**src/rtl/lsu_align_if.sv**
```systemverilog
// Request/response and data-memory bus of the load/store aligner.
// The slave modport is the aligner's view; master is the requester/memory side.
interface lsu_align_if #(
  parameter int XLEN = 32
);
  logic            req_valid;
  logic            req_ready;
  logic            req_we;
  logic [2:0]      req_funct3;
  logic [XLEN-1:0] req_addr;
  logic [XLEN-1:0] req_wdata;
  logic            resp_valid;
  logic [XLEN-1:0] resp_rdata;
  logic            resp_fault;
  logic [XLEN-1:0] dmem_addr;
  logic [XLEN-1:0] dmem_wdata;
  logic [XLEN-1:0] dmem_wmask;
  logic            dmem_we;
  logic [XLEN-1:0] dmem_rdata;

  modport slave (
    input  req_valid, req_we, req_funct3, req_addr, req_wdata, dmem_rdata,
    output req_ready, resp_valid, resp_rdata, resp_fault,
           dmem_addr, dmem_wdata, dmem_wmask, dmem_we
  );

  modport master (
    output req_valid, req_we, req_funct3, req_addr, req_wdata, dmem_rdata,
    input  req_ready, resp_valid, resp_rdata, resp_fault,
           dmem_addr, dmem_wdata, dmem_wmask, dmem_we
  );
endinterface

```
**src/rtl/lsu_align.sv**
```systemverilog
// Load/store aligner in front of a word-wide data memory; word-crossing accesses are split in two.
// Define LSU_MISALIGNED_TRAP_EN to fault misaligned accesses instead of splitting them.
module lsu_align #(
  parameter int XLEN = 32
) (
  input  logic      clk,
  input  logic      rst_n,
  lsu_align_if.slave bus
);
  typedef enum logic [1:0] {IDLE, ACC0, ACC1, DONE} state_t;

  state_t          r_state;
  state_t          w_next;
  logic            r_we;
  logic            r_fault;
  logic [2:0]      r_funct3;
  logic [XLEN-1:0] r_addr;
  logic [XLEN-1:0] r_wdata;
  logic [XLEN-1:0] r_lo;
  logic [XLEN-1:0] r_hi;

  logic            w_accept;
  logic            w_fault_in;
  logic [1:0]      w_off;
  logic [4:0]      w_sh_lo;
  logic [5:0]      w_sh_hi;
  logic [2:0]      w_size;
  logic [2:0]      w_end;
  logic            w_cross;
  logic [XLEN-1:0] w_smask;
  logic [XLEN-3:0] w_next_word;

  function automatic logic [XLEN-1:0] size_mask(input logic [1:0] sz);
    case (sz)
      2'd0:    size_mask = {{(XLEN-8){1'b0}}, 8'hFF};
      2'd1:    size_mask = {{(XLEN-16){1'b0}}, 16'hFFFF};
      default: size_mask = {XLEN{1'b1}};
    endcase
  endfunction

  function automatic logic [XLEN-1:0] extend(input logic [XLEN-1:0] d, input logic [2:0] f3);
    case (f3)
      3'd0:    extend = {{(XLEN-8){d[7]}}, d[7:0]};
      3'd1:    extend = {{(XLEN-16){d[15]}}, d[15:0]};
      3'd4:    extend = {{(XLEN-8){1'b0}}, d[7:0]};
      3'd5:    extend = {{(XLEN-16){1'b0}}, d[15:0]};
      default: extend = d;
    endcase
  endfunction

  function automatic logic illegal(input logic we, input logic [2:0] f3, input logic [1:0] off);
    logic bad;
    bad = we ? (f3 >= 3'd3) : (f3 == 3'd3 || f3 == 3'd6 || f3 == 3'd7);
`ifdef LSU_MISALIGNED_TRAP_EN
    bad = bad | (f3[1:0] == 2'd1 && off[0]) | (f3[1:0] == 2'd2 && off != 2'd0);
`else
    bad = bad | (off == 2'd0 && 1'b0);
`endif
    illegal = bad;
  endfunction

  assign w_accept    = bus.req_valid & bus.req_ready;
  assign w_fault_in  = illegal(bus.req_we, bus.req_funct3, bus.req_addr[1:0]);
  assign w_off       = r_addr[1:0];
  assign w_sh_lo     = {w_off, 3'b000};
  assign w_sh_hi     = 6'd32 - {1'b0, w_off, 3'b000};
  assign w_size      = (r_funct3[1:0] == 2'd0) ? 3'd1 : (r_funct3[1:0] == 2'd1) ? 3'd2 : 3'd4;
  assign w_end       = {1'b0, w_off} + w_size;
  assign w_cross     = (w_end > 3'd4);
  assign w_smask     = size_mask(r_funct3[1:0]);
  assign w_next_word = r_addr[XLEN-1:2] + {{(XLEN-3){1'b0}}, 1'b1};

  // State and control registers
  always_ff @(posedge clk) begin
    if (!rst_n) begin
      r_state <= IDLE;
      r_fault <= 1'b0;
    end else begin
      r_state <= w_next;
      if (w_accept) r_fault <= w_fault_in;
    end
  end

  // Request and load-data capture
  always_ff @(posedge clk) begin
    if (w_accept) begin
      r_we     <= bus.req_we;
      r_funct3 <= bus.req_funct3;
      r_addr   <= bus.req_addr;
      r_wdata  <= bus.req_wdata;
      r_hi     <= '0;
    end
    if (r_state == ACC0) r_lo <= bus.dmem_rdata >> w_sh_lo;
    if (r_state == ACC1) r_hi <= bus.dmem_rdata << w_sh_hi;
  end

  always_comb begin
    w_next = r_state;
    case (r_state)
      IDLE: if (w_accept) w_next = w_fault_in ? DONE : ACC0;
`ifdef LSU_MISALIGNED_TRAP_EN
      ACC0: w_next = DONE;
`else
      ACC0: w_next = w_cross ? ACC1 : DONE;
      ACC1: w_next = DONE;
`endif
      default: w_next = IDLE;
    endcase
  end

  always_comb begin
    bus.req_ready  = rst_n && (r_state == IDLE);
    bus.resp_valid = rst_n && (r_state == DONE);
    bus.resp_fault = (r_state == DONE) && r_fault;
    bus.resp_rdata = '0;
    bus.dmem_addr  = r_addr;
    bus.dmem_wdata = r_wdata;
    bus.dmem_wmask = '0;
    bus.dmem_we    = 1'b0;
    case (r_state)
      ACC0: begin
        bus.dmem_wmask = w_smask & ({XLEN{1'b1}} >> w_sh_lo);
        bus.dmem_we    = r_we & rst_n;
      end
`ifndef LSU_MISALIGNED_TRAP_EN
      ACC1: begin
        bus.dmem_addr  = {w_next_word, 2'b00};
        bus.dmem_wdata = r_wdata >> w_sh_hi;
        bus.dmem_wmask = w_smask >> w_sh_hi;
        bus.dmem_we    = r_we & rst_n;
      end
`endif
      DONE: if (!r_fault && !r_we) bus.resp_rdata = extend((r_lo | r_hi) & w_smask, r_funct3);
      default: ;
    endcase
  end
endmodule
```
**src/flat_wrapper.sv**
```systemverilog
// flat-port wrapper written by rule: the top's interface ports become plain ports
module lsu_align_flat 
#(
  parameter int XLEN = 32
)
  (clk, rst_n, bus_req_valid, bus_req_we, bus_req_funct3, bus_req_addr, bus_req_wdata, bus_dmem_rdata, bus_req_ready, bus_resp_valid, bus_resp_rdata, bus_resp_fault, bus_dmem_addr, bus_dmem_wdata, bus_dmem_wmask, bus_dmem_we);
  lsu_align_if #(.XLEN(XLEN)) bus_i ();
  input  logic clk;
  input  logic rst_n;
  input wire logic [$bits(bus_i.req_valid)-1:0] bus_req_valid;
  input wire logic [$bits(bus_i.req_we)-1:0] bus_req_we;
  input wire logic [$bits(bus_i.req_funct3)-1:0] bus_req_funct3;
  input wire logic [$bits(bus_i.req_addr)-1:0] bus_req_addr;
  input wire logic [$bits(bus_i.req_wdata)-1:0] bus_req_wdata;
  input wire logic [$bits(bus_i.dmem_rdata)-1:0] bus_dmem_rdata;
  output wire logic [$bits(bus_i.req_ready)-1:0] bus_req_ready;
  output wire logic [$bits(bus_i.resp_valid)-1:0] bus_resp_valid;
  output wire logic [$bits(bus_i.resp_rdata)-1:0] bus_resp_rdata;
  output wire logic [$bits(bus_i.resp_fault)-1:0] bus_resp_fault;
  output wire logic [$bits(bus_i.dmem_addr)-1:0] bus_dmem_addr;
  output wire logic [$bits(bus_i.dmem_wdata)-1:0] bus_dmem_wdata;
  output wire logic [$bits(bus_i.dmem_wmask)-1:0] bus_dmem_wmask;
  output wire logic [$bits(bus_i.dmem_we)-1:0] bus_dmem_we;
  assign bus_i.req_valid = bus_req_valid;
  assign bus_i.req_we = bus_req_we;
  assign bus_i.req_funct3 = bus_req_funct3;
  assign bus_i.req_addr = bus_req_addr;
  assign bus_i.req_wdata = bus_req_wdata;
  assign bus_i.dmem_rdata = bus_dmem_rdata;
  assign bus_req_ready = bus_i.req_ready;
  assign bus_resp_valid = bus_i.resp_valid;
  assign bus_resp_rdata = bus_i.resp_rdata;
  assign bus_resp_fault = bus_i.resp_fault;
  assign bus_dmem_addr = bus_i.dmem_addr;
  assign bus_dmem_wdata = bus_i.dmem_wdata;
  assign bus_dmem_wmask = bus_i.dmem_wmask;
  assign bus_dmem_we = bus_i.dmem_we;
  lsu_align #(.XLEN(XLEN)) u_core (.clk(clk), .rst_n(rst_n), .bus(bus_i));
endmodule
```
**config.mk**
```make
export PLATFORM = sky130hd
export DESIGN_NAME = lsu_align_flat
export DESIGN_NICKNAME = d
export VERILOG_FILES = /design/src/rtl/lsu_align_if.sv /design/src/rtl/lsu_align.sv /design/src/flat_wrapper.sv
export SDC_FILE = /design/constraint.sdc
export NUM_CORES = 1
export LEC_CHECK = 0
export CELL_PAD_IN_SITES_DETAIL_PLACEMENT = 1
export CELL_PAD_IN_SITES_GLOBAL_PLACEMENT = 2
export CORE_MARGIN = 5
export CORE_UTILIZATION = 26
export DETAILED_ROUTE_END_ITERATION = 8
export GPL_ROUTABILITY_DRIVEN = 0
export PLACE_DENSITY = 0.87
export SLEW_MARGIN = 40
export SYNTH_ARGS = -nofsm -noshare
export SYNTH_HDL_FRONTEND = slang
export SYNTH_SLANG_ARGS = --single-unit
```
**constraint.sdc**
```tcl
create_clock -name clk -period 3.79 [get_ports clk]
set_input_delay 0.9475 -clock clk [delete_from_list [all_inputs] [get_ports clk]]
set_output_delay 0.9475 -clock clk [all_outputs]
set_load 0.02 [all_outputs]
```
---- After elaboration in Yosys (flattened, before gate mapping) ----
Index checks and enable logic that the tools add are counted.
operators by class
  add/subtract/negate cells ............... 3
  $lt $le $gt $ge ......................... 2
  equal/unequal tests ..................... 11
  shift operators ......................... 5
  mux-type cells .......................... 17
  bitwise operators ....................... 5
  reduce and logical (&&, ||, !) cells .... 13
operators by type and width
  kind                                                                                  number
  32-bit two-way mux                                                                    6
  32-bit case mux with 2 select lines                                                   2
  32-bit case mux with 4 select lines                                                   1
  32-bit bitwise AND                                                                    2
  32-bit by 6-bit >> shifter with 32-bit output                                         2
  32-bit OR                                                                             1
  32-bit by 6-bit left shift with 32-bit output                                         1
  32-bit by 5-bit >> shifter with 32-bit output                                         1
  32-bit by 5-bit >> shifter with 32-bit output (first input constant)                  1
  30-bit by 1-bit adder with 30-bit output (second input constant)                      1
  3-bit equality test (second input constant)                                           4
  3-bit two-way mux                                                                     2
  2-bit case mux with 3 select lines                                                    1
  6-bit by 5-bit subtractor with 6-bit output (first input constant)                    1
  2-bit by 1-bit equality test with 1-bit output (second input constant)                2
  2-bit equality test (second input constant)                                           2
  1-bit logical AND                                                                     4
  2-bit logical NOT                                                                     2
  2-bit two-way mux                                                                     2
  2-bit by 3-bit adder with 3-bit output                                                1
  3-bit by 1-bit equality test with 1-bit output (second input constant)                1
  3-bit by 2-bit equality test with 1-bit output (second input constant)                1
  3-bit by 2-bit greater-or-equal comparator with 1-bit output (second input constant)  1
  3-bit greater-than comparator (second input constant)                                 1
  8 further kinds                                                                       13
word-level totals
  register bits after elaboration ......... 135
  word-level logic and storage cells ...... 64

---- Depth between registers and ports, before layout ----
  word-level depth ........................ 7
  gate-level depth with buffers ........... 11
  gate-level depth less buffers ........... 9

---- Least setup slack after synthesis ----
No wires, ideal clock.
  path type ............................... reg2out
  start point ............................. register u_core.r_addr[1]
  end point ............................... output port bus_dmem_wmask[25]
  data arrival time ....................... 2.904 ns
  slack ................................... -0.061 ns
  cell stages (with the launch flop) ...... 9
  buffers on the path ..................... 3
  cells stage by stage .................... edfxtp_1 -> clkbuf_1 -> clkbuf_1 -> inv_1 -> ha_1 -> nor4b_1 -> a21oi_1 -> nor2_1 -> buf_4
on the way
  cells in the longest elaborated chain, start to end .. 3
RTL lines
  element                                                                                                       line                                text
  start, declared                                                                                               lsu_align.sv:17                     logic [XLEN-1:0] r_addr;
  start signal, assigned                                                                                        lsu_align.sv:89                     r_addr <= bus.req_addr;
  6-bit by 5-bit subtractor with 6-bit output or 32-bit by 5-bit >> shifter with 32-bit output (tied branches)  lsu_align.sv:66, lsu_align.sv:122
  32-bit by 6-bit >> shifter with 32-bit output or 32-bit bitwise AND (tied branches)                           lsu_align.sv:129, lsu_align.sv:122
  32-bit case mux with 2 select lines *                                                                         lsu_align.sv:120                    case (r_state)
  end, declared                                                                                                 flat_wrapper.sv:22                  output wire logic [$bits(bus_i.dmem_wmask)-1:0] bus_dmem_wmask;
Mark *: on every way between the ends. The rest lies on a longest branch, timed or not.

---- Worst setup path in the final report ----
  start point ............................. register u_core.r_funct3[0]
  end point ............................... output port bus_resp_rdata[22]
on the way
  cells in the longest elaborated chain, start to end .. 6
RTL lines
  element                                                                              line                text
  start, declared                                                                      lsu_align.sv:16     logic [2:0] r_funct3;
  start signal, assigned                                                               lsu_align.sv:88     r_funct3 <= bus.req_funct3;
  2-bit by 1-bit equality test with 1-bit output or 2-bit logical NOT (tied branches)  lsu_align.sv:34     case (sz)
  32-bit case mux with 2 select lines                                                  lsu_align.sv:34
  32-bit bitwise AND                                                                   lsu_align.sv:133    DONE: if (!r_fault && !r_we) bus.resp_rdata = extend((r_lo | r_hi) & w_smask, r_funct3);
  32-bit case mux with 4 select lines *                                                lsu_align.sv:42     case (f3)
  32-bit two-way mux *                                                                 lsu_align.sv:133
  32-bit two-way mux *                                                                 lsu_align.sv:120
  end, declared                                                                        flat_wrapper.sv:18  output wire logic [$bits(bus_i.resp_rdata)-1:0] bus_resp_rdata;
Marks and branches as above.

==> flow_summary_export.csv <==
group,metric,value,unit
status,status,"completed",
worst_setup_path,worstPathArrival,2.76,ns
drt,dr.pass1.iters,4,
pwr,p_leak,4.84,nW
grt,grt_overflow,0,
layout,syn2layout_area_growth,50.3,%
worst_setup_path,worstPathRequired,2.84,ns
timing,final_hold_viol_count,0,
drt,wl_per_cell,19.1,um
floorplanning,die_h,176,um
floorplanning,die_x,176,um
timing,fin_tns_setup,0,ns
drt,wirelength,24100,um
logic_synthesis,avgSynthCellArea,11.0,um2
floorplanning,coreArea,27100,um2
worst_setup_path,r2r_cells,9,
grt,grt_max_degree,53,
worst_setup_path,cp_slowest_cell,"clkdlybuf4s50_1",
drt,drc_errors,0,
logic_synthesis,synth_edf_count,132,
drt,ant_nets,0,
grt,grt_first_pass_wirelength,35900,um
worst_setup_path,setup.worst_path.class,"register to output pin",
worst_setup_path,start_kind,"register",
grt,antenna_found_initial,1,
worst_setup_path,path_delay_family,"compound AO/OA/AOI/OAI gates",
clock_network,cts_tree,"done",
placed_design,dp_hpwl,17700,um
logic_synthesis,yosysUniqueCellTypes,39,
worst_setup_path,crit_cells,6,
timing,post-route-min-period,3.70,ns
clock_network,cts_buffers,17,
worst_setup_path,path_max_fanout,6,
timing,setup_slack,0.0850,ns
pwr,pwr_density_cell,568,nW/um2
floorplanning,rows,60,
floorplanning,dieArea,31000,um2
layout,fill_cells,2982,
drt,drt_first_iter_violations,331,
grt,grt_usage,0.149,
logic_synthesis,synth_nets,767,
pwr,peakVddDrop,0.264,mV
drt,vias,5836,
logic_synthesis,ys.flop_type,"edfxtp_1",
layout,final_layout_size_suffix_gt1_frac,0.0968,
clock_network,clkSinkCount,135,
logic_synthesis,ys_warn_count,0,
timing,worst_pin_slew,0.794,ns
worst_setup_path,rrSetupSlack,1.41,ns
timing,drv_slew,0,
logic_synthesis,syn_area,7180,um2
timing,finClkSkew,0.0174,ns
logic_synthesis,syn_inst,655,
timing,fin_crit_sh,0.978,
run,maxCapViolCount,0,
worst_setup_path,path_cells,"or2_2, o31ai_1, a21oi_1, a211oi_1, buf_4, clkdlybuf4s50_1",
placed_design,dp_slack,0.273,ns
layout,final_util,0.398,
timing,fmax,270,MHz
floorplanning,start_util,0.265,
layout,nNetsFinal,987,
worst_setup_path,r2r_start,"u_core.r_addr[0]",
logic_synthesis,ys_seq_area_frac,0.560,
worst_setup_path,critPathMaxStageDelay,0.60,ns
timing,rsz0062_at_grt,"false",
worst_setup_path,endpoint,"bus_resp_rdata[22]",
floorplanning,num_io_pins,235,
clock_network,clkTransAtPathRegs,0.06,ns
worst_setup_path,timing.rr.end,"u_core.r_state[0]",
clock_network,root_buffer,"clkbuf_16",
worst_hold_path,min_path_type,"register to register",
placed_design,port-buffer-count,234,
worst_setup_path,startpoint,"u_core.r_funct3[0]",
drt,via_per_inst,4.62,
logic_synthesis,synth_seq_cells,135,
clock_network,insertion_delay,0.43,ns
grt,grt_pass1_vias,6186,
clock_network,htreeDepth,4,
logic_synthesis,async_flop_share,0,
worst_setup_path,critPathBufInv,2,
clock_network,ctsLongestPathBuffers,2,
worst_setup_path,end_kind,"output pin",
pwr,finalPower,6.13,mW
timing,slew_headroom,0.468,
timing,setup_violations,0,
==> power breakdown <==
group          switching, mW  total, mW  leakage [nW]  internal (mW)
clock network          0.762       1.84         0.318           1.08
registers              0.152       2.25          1.27           2.10
logic                   1.21       2.04          3.25          0.831
==> sequential cells by signal, summed over array words and instances, names as in the netlist <==
name             count
u_core.r_wdata      32
u_core.r_lo         32
u_core.r_addr       32
u_core.r_hi         32
u_core.r_state       2
u_core.r_funct3      3
u_core.r_fault       1
u_core.r_we          1
==> worst reg2reg max path: stages, from the launching register on <==
cell	delay, ns
edfxtp_1	0.38
buf_6	0.31
buf_8	0.36
ha_1	0.23
inv_1	0.05
fa_1	0.37
xnor2_1	0.15
a21oi_1	0.10
o31ai_1	0.20
a21boi_0	0.11
==> Yosys cell counts (3+ instances only) <==
cell / count / area, um2
buf_2: 5 / 25.0
nand3_1: 11 / 55.1
nor3_1: 6 / 30.0
o21ai_0: 29 / 145
nand2_1: 45 / 169
o31ai_1: 3 / 22.5
edfxtp_1: 132 / 3960
inv_1: 15 / 56.3
nor2b_1: 17 / 106
and2_1: 28 / 175
nor4_1: 5 / 31.3
and3_1: 5 / 31.3
a211oi_1: 40 / 300
nand4_1: 10 / 62.6
nand2b_1: 7 / 43.8
xor2_1: 10 / 87.6
a22o_1: 8 / 70.1
nor2_1: 86 / 323
a22oi_1: 8 / 60.1
ha_1: 8 / 100
buf_4: 29 / 218
clkbuf_1: 27 / 101
dfxtp_1: 3 / 60.1
mux2i_1: 39 / 390
a31oi_1: 9 / 56.3
buf_1: 5 / 18.8
a21oi_1: 30 / 150
xnor2_1: 20 / 175
==> routing by layer <==
layer / vias up / GRT usage / part of all wire
met5: - / 0 / 0
met4: 0 / 0.0465 / 0.020
met3: 29 / 0.0522 / 0.081
met2: 204 / 0.250 / 0.49
met1: 2812 / 0.181 / 0.41
li1: 2791 / - / -
==> stage by stage <==
stage	std cells	hold slack, ns	cell area [um2]
6_report	1262	0.502	10800
5_1_grt	1261	0.518	10800
4_1_cts	1259	0.500	10600
3_5_place_dp	1227	0.491	9900
3_3_place_gp	1227	0.476	9900
2_1_floorplan	655	0.451	7180
==> placed cells by master (no fill, tap or decap), types with 3 or more instances in the layout <==
master | Yosys | routed
clkdlybuf4s50_1 | 0 | 151
nor2b_1 | 17 | 17
o31ai_1 | 3 | 3
edfxtp_1 | 132 | 132
a22o_1 | 8 | 8
nor4_2 | 1 | 3
and2_1 | 28 | 27
ha_1 | 8 | 7
clkbuf_16 | 0 | 17
nand3_1 | 11 | 11
dlymetal6s2s_1 | 0 | 73
mux2i_1 | 39 | 39
a211oi_1 | 40 | 39
nand2b_1 | 7 | 7
a22oi_1 | 8 | 8
dlygate4sd2_1 | 0 | 9
nand2_1 | 45 | 45
a31oi_1 | 9 | 9
nor2_1 | 86 | 84
a21oi_1 | 30 | 30
nand4_1 | 10 | 10
inv_8 | 0 | 5
nor3_1 | 6 | 6
inv_6 | 0 | 4
xor2_1 | 10 | 10
xnor2_1 | 20 | 20
inv_1 | 15 | 13
and3_1 | 5 | 4
bufinv_16 | 0 | 3
o21ai_0 | 29 | 29
buf_4 | 29 | 30
dfxtp_1 | 3 | 3
==> cell type report <==
cell class | instances | area, um2 | share of cell area
flip-flops and latches | 135 | 4020 | 0.373
multi-input cells | 439 | 2800 | 0.259
repair buffers | 267 | 2800 | 0.259
well taps | 372 | 465 | 0.0431
clock buffers | 17 | 425 | 0.0394
clock inverters | 15 | 223 | 0.0206
inverters | 15 | 60.1 | 0.00556
diodes | 2 | 5.00 | 0.000464
==> worst min-delay path by stage <==
stage,slack [ns],cells past startpoint,from,end
5_1_grt,0.52,2,u_core.r_fault,u_core.r_fault
6_report,0.50,2,u_core.r_fault,u_core.r_fault
4_1_cts,0.50,2,u_core.r_fault,u_core.r_fault
3_5_place_dp,0.49,2,u_core.r_fault,u_core.r_fault
2_1_floorplan,0.45,2,u_core.r_fault,u_core.r_fault
3_3_place_gp,0.48,2,u_core.r_fault,u_core.r_fault
==> logic make-up (layout without fill, tap and decap cells) <==
kind of cell	count (synthesis)	after routing	synth area share
AOI/OAI and AO/OA	130	130	0.115
buffers and inverters	81	314	0.0584
xor gates and xnor gates	30	30	0.0366
adders and majority gates	9	9	0.0167
muxes	40	40	0.0559
DFF	135	135	0.560
and+or+nand+nor	230	230	0.157
other	0	2	0
==> timing repair <==
| item | in CTS | in global routing |
|---|---|---|
| endpoints found under the setup margin | 39 | 88 |
| buffers inserted | 0 | 1 |
| hold buffers | 0 | 0 |
| resized for setup | 16 | 80 |
| pin swaps | 0 | 2 |
Note: power is estimated with default switching activity, not from simulation.
